===== src/rtl/dmem_arbiter.sv =====
// dmem_arbiter: two-port arbiter/sequencer in front of the single-port MIPS data memory.
// Optional macro DMEM_ARB_RR_EN: round-robin tie-break in IDLE (undefined: port 0 wins ties).
module dmem_arbiter #(
    parameter logic [31:0] BASE_ADDR = 32'h1001_0000,
    parameter int unsigned DEPTH     = 2048,
    parameter int unsigned HOLD_MAX  = 8
) (
    input  logic        clk,
    input  logic        rst,
    input  logic        req0,
    input  logic        req1,
    input  logic        we0,
    input  logic        we1,
    input  logic [31:0] addr0,
    input  logic [31:0] addr1,
    input  logic [31:0] wdata0,
    input  logic [31:0] wdata1,
    output logic        gnt0,
    output logic        gnt1,
    output logic        rvalid0,
    output logic        rvalid1,
    output logic [31:0] rdata0,
    output logic [31:0] rdata1,
    output logic        err0,
    output logic        err1,
    output logic        stall0,
    output logic        mem_ena,
    output logic        mem_wena,
    output logic [31:0] mem_addr,
    output logic [31:0] mem_wdata,
    input  logic [31:0] mem_rdata
);

    typedef enum logic [1:0] {
        IDLE = 2'd0,
        OWN0 = 2'd1,
        OWN1 = 2'd2
    } state_t;

    localparam logic [32:0] ADDR_LIMIT = {1'b0, BASE_ADDR} + (33'(DEPTH) * 33'd4);
    localparam logic [7:0]  HOLD_LIM   = 8'(HOLD_MAX);

    state_t      state_r;
    state_t      state_nxt_s;
    logic [7:0]  hold_r;
    logic [7:0]  hold_nxt_s;
    logic        tie_pick1_s;
    logic        other_req_s;
    logic        own_s;
    logic        acc_we_s;
    logic        acc_inr_s;
    logic [31:0] acc_addr_s;
    logic [31:0] acc_wdata_s;
    logic        rvalid0_r;
    logic        rvalid1_r;
    logic        err0_r;
    logic        err1_r;
    logic [31:0] rdata0_r;
    logic [31:0] rdata1_r;

    // Unsigned 33-bit window check so BASE_ADDR + 4*DEPTH cannot wrap.
    function automatic logic in_range(input logic [31:0] a);
        in_range = ({1'b0, a} >= {1'b0, BASE_ADDR}) && ({1'b0, a} < ADDR_LIMIT);
    endfunction

`ifdef DMEM_ARB_RR_EN
    logic last_r;

    // Remember the most recent owner; resets to 1 so port 0 takes the first tie.
    always_ff @(posedge clk or posedge rst) begin
        if (rst) begin
            last_r <= 1'b1;
        end else if (state_r == OWN0) begin
            last_r <= 1'b0;
        end else if (state_r == OWN1) begin
            last_r <= 1'b1;
        end else begin
            last_r <= last_r;
        end
    end

    assign tie_pick1_s = ~last_r;
`else
    assign tie_pick1_s = 1'b0;
`endif

    // Select the owning port's access and flag whether the other port is waiting.
    always_comb begin
        own_s       = 1'b0;
        acc_we_s    = 1'b0;
        acc_addr_s  = 32'd0;
        acc_wdata_s = 32'd0;
        other_req_s = 1'b0;
        case (state_r)
            OWN0: begin
                own_s       = 1'b1;
                acc_we_s    = we0;
                acc_addr_s  = addr0;
                acc_wdata_s = wdata0;
                other_req_s = req1;
            end
            OWN1: begin
                own_s       = 1'b1;
                acc_we_s    = we1;
                acc_addr_s  = addr1;
                acc_wdata_s = wdata1;
                other_req_s = req0;
            end
            default: begin
                own_s       = 1'b0;
            end
        endcase
        acc_inr_s = in_range(acc_addr_s);
    end

    // Next ownership and hold counter; hold bounds an owner only while the other port waits.
    always_comb begin
        state_nxt_s = state_r;
        hold_nxt_s  = hold_r;
        case (state_r)
            IDLE: begin
                if (req0 && req1) begin
                    state_nxt_s = tie_pick1_s ? OWN1 : OWN0;
                end else if (req0) begin
                    state_nxt_s = OWN0;
                end else if (req1) begin
                    state_nxt_s = OWN1;
                end else begin
                    state_nxt_s = IDLE;
                end
            end
            OWN0: begin
                if (req0) begin
                    state_nxt_s = (req1 && (hold_r >= HOLD_LIM)) ? OWN1 : OWN0;
                end else if (req1) begin
                    state_nxt_s = OWN1;
                end else begin
                    state_nxt_s = IDLE;
                end
            end
            OWN1: begin
                if (req1) begin
                    state_nxt_s = (req0 && (hold_r >= HOLD_LIM)) ? OWN0 : OWN1;
                end else if (req0) begin
                    state_nxt_s = OWN0;
                end else begin
                    state_nxt_s = IDLE;
                end
            end
            default: begin
                state_nxt_s = IDLE;
            end
        endcase
        if (state_nxt_s != state_r) begin
            hold_nxt_s = 8'd0;
        end else if (own_s && other_req_s && (hold_r < HOLD_LIM)) begin
            hold_nxt_s = hold_r + 8'd1;
        end else begin
            hold_nxt_s = hold_r;
        end
    end

    // Ownership state and hold counter registers.
    always_ff @(posedge clk or posedge rst) begin
        if (rst) begin
            state_r <= IDLE;
            hold_r  <= 8'd0;
        end else begin
            state_r <= state_nxt_s;
            hold_r  <= hold_nxt_s;
        end
    end

    // Per-port response capture at the end of each granted cycle; rdata holds between responses.
    always_ff @(posedge clk or posedge rst) begin
        if (rst) begin
            rvalid0_r <= 1'b0;
            rvalid1_r <= 1'b0;
            err0_r    <= 1'b0;
            err1_r    <= 1'b0;
            rdata0_r  <= 32'd0;
            rdata1_r  <= 32'd0;
        end else begin
            rvalid0_r <= (state_r == OWN0);
            rvalid1_r <= (state_r == OWN1);
            err0_r    <= (state_r == OWN0) && !acc_inr_s;
            err1_r    <= (state_r == OWN1) && !acc_inr_s;
            if (state_r == OWN0) begin
                rdata0_r <= (!acc_we_s && acc_inr_s) ? mem_rdata : 32'd0;
            end else begin
                rdata0_r <= rdata0_r;
            end
            if (state_r == OWN1) begin
                rdata1_r <= (!acc_we_s && acc_inr_s) ? mem_rdata : 32'd0;
            end else begin
                rdata1_r <= rdata1_r;
            end
        end
    end

    assign gnt0      = (state_r == OWN0);
    assign gnt1      = (state_r == OWN1);
    assign stall0    = req0 & ~gnt0;
    assign rvalid0   = rvalid0_r;
    assign rvalid1   = rvalid1_r;
    assign err0      = err0_r;
    assign err1      = err1_r;
    assign rdata0    = rdata0_r;
    assign rdata1    = rdata1_r;
    assign mem_ena   = own_s;
    assign mem_wena  = own_s & acc_we_s & acc_inr_s;
    assign mem_addr  = acc_addr_s;
    assign mem_wdata = acc_wdata_s;

endmodule


===== config.mk =====
export PLATFORM = sky130hd
export DESIGN_NAME = dmem_arbiter
export DESIGN_NICKNAME = d
export VERILOG_FILES = /design/src/rtl/dmem_arbiter.sv
export SDC_FILE = /design/constraint.sdc
export NUM_CORES = 1
export LEC_CHECK = 0
export CORE_AREA = 2 2 119 121
export CTS_BUF_LIST = sky130_fd_sc_hd__clkbuf_4
export DETAILED_ROUTE_END_ITERATION = 6
export DIE_AREA = 0 0 121 123
export HOLD_SLACK_MARGIN = 0.08
export PLACE_DENSITY_LB_ADDON = 0.25
export SETUP_SLACK_MARGIN = 0.02
export SLEW_MARGIN = 20
export SYNTH_ARGS = -nofsm -noshare
export SYNTH_HDL_FRONTEND = slang
export SYNTH_SLANG_ARGS = --single-unit

===== constraint.sdc =====
create_clock -name clk -period 3.6 [get_ports clk]
set_input_delay 0.36 -clock clk [delete_from_list [all_inputs] [get_ports clk]]
set_output_delay 0.36 -clock clk [all_outputs]
set_load 0.02 [all_outputs]

==> reports/results.txt <==
Clk sink count: 78
CTS Hold Bufs: 0
Synth Area in XOR/XNOR: 0.757%
Initial core utilization: 32.8%
First-pass DRT Iterations: 5
Routed WL: 17900 µm
Adder-Cell Fraction of Synth Area: 1.68%
Dominant cells by area after synthesis: dfrtp_1 44%, a31o_1 13%, a22oi_1 9.3%
Worst Max-Slew Pin Slew: 0.994 ns
# IOs: 303
Clock skew: 0.0165 ns
CP Launch Type: flip-flop
Die ar.: 0.0149 mm²
Top-area cell type share of the netlist area: 43.8%
H-tree depth: 3
Setup-failing EPs final: 0
Final hold vios: 0
EDFF count, synth: 0
Leading area contributor after synthesis: dfrtp_1
Unrepaired setup endpoints after global routing: no
Die height: 123 µm
Synth Area per Inst: 9.80 µm²
Yosys warns: 0
Status: completed
DR WL/cell: 19.4 µm
Core Area: 0.0136 mm²
CTS tree: yes
Placed inst area: 0.00756 mm²
F_max: 306 MHz
Rows: 43
Layout area overhead: 72.3%
Total nets after synthesis: 627
Area of the multi-input gates: 0.00222 mm²
Pwr Total: 0.00271 W
Worst Path Arrival: 2.91 ns
Antenna Cells: 0
Prevailing post-synth register cell: dfrtp_1
Vias in the first global route: 4709
Slowest cell on crit path: clkdlybuf4s50_1
Post-synthesis compound-gate area fraction: 27.8%
Cells after synthesis: 455
Max Fanout on Critical Path: 46
Layout cells sized above 1: 5.68%
Synthesized area: 0.00446 mm²
Fin. max-slew vios: 0
Post-layout min period: 3.27 ns
Buf+Inv Stages, Crit Path: 3
Nets@finish: 907
GRT overflow: 0
Cell Pwr Density: 353 mW/mm²
Maximum vdd drop: 179 µV
Worst setup path class: reg2out
Antenna violations before repair: 2
Clk_lat worst skew: 0.41 ns
Core Util, Final: 56.4%
Main combinational cell family by area after synthesis: compound AO/OA/AOI/OAI gates
Placer Congestion: 0.858
Synth unique cells: 41
Drt via density: 5.16
Leakage power: 3.17 nW
Total Routing Usage GR: 22.7%
CTS Buffer Depth: 2
Simple-Gate Fraction of Synth Area: 18.6%
Post-synthesis mux area share: 0.252%
# DRC: 0
Width of the die: 121 µm
Crit path required time: 3.24 ns
Worst Setup End Kind: output port
Fin Setup TNS: 0 ns
Final Cell Area: 0.00768 mm²
Max incr delay on CP: 0.62 ns
DRT iter0 DRCs: 223
Worst hold slack: 0.441 ns
Asr flop ratio synth: 100%
Seq/Total Area, Yosys: 43.8%
First-pass GRT wire length: 26200 µm
Cells along the critical path: inv_1, ha_4, buf_4, a22oi_1, nor2_1, clkdlybuf4s50_1
Fillcell total: 1208
Hold Crit Class: in2async
CTS clk-pin slew, worst paths: 0.13 ns
CTS Buf Count: 9
Synthesis-stage register bit count: 78
Delay-heaviest family, CP: buffers and inverters
Rel. slew slack: 32.7%
Pin count of the biggest net entering global routing: 57
Register Area: 0.00195 mm²
CTS root buf: clkbuf_4
Number of port buffers: 302
Routed Antenna Nets: 0
Period utilisation layout: 90.8%
Hpwl dp: 13600 µm
MaxCap Viol Count: 0
Via count: 4740
through the flow:
step	std cells	setup WS (ns)
after CTS	919	0.0809
final	919	0.331
after global routing	919	0.104
after global placement	903	0.480
after detailed placement	903	0.409
after floorplan	455	0.902
cell usage in the layout, fill, tap and decap left out, types with 4 or more instances in the layout:
cell type and n:
a22oi_2 5, a31o_1 65, nor4b_1 4, a22o_1 7
ha_1 4, a22oi_1 54, dfrtp_1 76, buf_4 10
nor2_1 62, inv_1 10, nand2_1 11, clkdlybuf4s50_1 301
o21ai_0 4, nor3_1 4, nor2b_1 65, clkbuf_4 9
report_power, final:
part           internal, W  switching [W]
Clock             0.000131       0.000297
Sequential        0.000906      0.0000220
Combinational     0.000596       0.000758
registers in the layout, summed over array words and instances, names as in the netlist:
signal   flops
rvalid0      1
err0         1
rvalid1      1
hold_r       8
rdata1      32
state_r      2
err1         1
rdata0      32
cells by family (layout without fill, tap and decap cells):
group,count (synthesis),after routing
and+or+nand+nor,159,159
AOI/OAI and AO/OA,150,150
muxes,1,1
xor gates and xnor gates,3,3
buffers and inverters,58,342
DFF,78,78
adders and majority gates,6,6
worst register-to-register path, cell delays in order, from the launching register on:
cell       delay [ns]
dfrtp_2          0.47
inv_1            0.14
ha_4             0.28
a22oi_1          0.28
a41oi_1          0.22
a2111oi_2        0.29
and4b_2          0.69
buf_12           0.28
a31o_1           0.21
final timing paths:
kind | startpoint | to | slack [ns] | depth (start not counted)
min in group clk | hold_r[4] | hold_r[4] | 0.56 | 1
max in group asynchronous | rst | state_r[1] | 2.40 | 3
worst min register to register | hold_r[4] | hold_r[4] | 0.56 | 1
worst max-delay path | state_r[0] | mem_addr[11] | 0.33 | 6
worst min-delay path | rst | rdata0[5] | 0.44 | 2
worst max register to register | state_r[0] | rdata0[23] | 0.69 | 8
layer usage:
| layer | routed length [µm] | global-route usage, % |
|---|---|---|
| met1 | 7220 | 28.4 |
| met2 | 8820 | 37.5 |
| met3 | 1530 | 8.30 |
| met4 | 253 | 5.45 |
| met5 | 28 | 0 |
cells in the mapped netlist (4+ instances only):
cell type / number
a22o_1: 7
a22oi_1: 55
a22oi_2: 4
a31o_1: 65
buf_6: 4
buf_8: 6
clkbuf_1: 30
dfrtp_1: 78
ha_1: 6
inv_1: 12
nand2_1: 11
nor2_1: 62
nor2b_1: 65
nor3_1: 4
nor4b_1: 4
o21ai_0: 4
what timing repair did:
action | 4_1_cts | 5_1_grt
buffers inserted | 1 | 0
pin swaps | 0 | 0
gates resized for setup | 1 | 4
setup endpoints to repair | 1 | 1
area by class of cell:
cell class                      instances  area share, %
Clock buffer                            9          0.879
Clock inverter                          6          0.391
Inverter                               13          0.700
Multi-Input combinational cell        319           28.9
Sequential cell                        78           25.4
Tap cell                              180           2.93
Timing Repair Buffer                  314           40.8
Note: power is estimated with default switching activity, not from simulation.
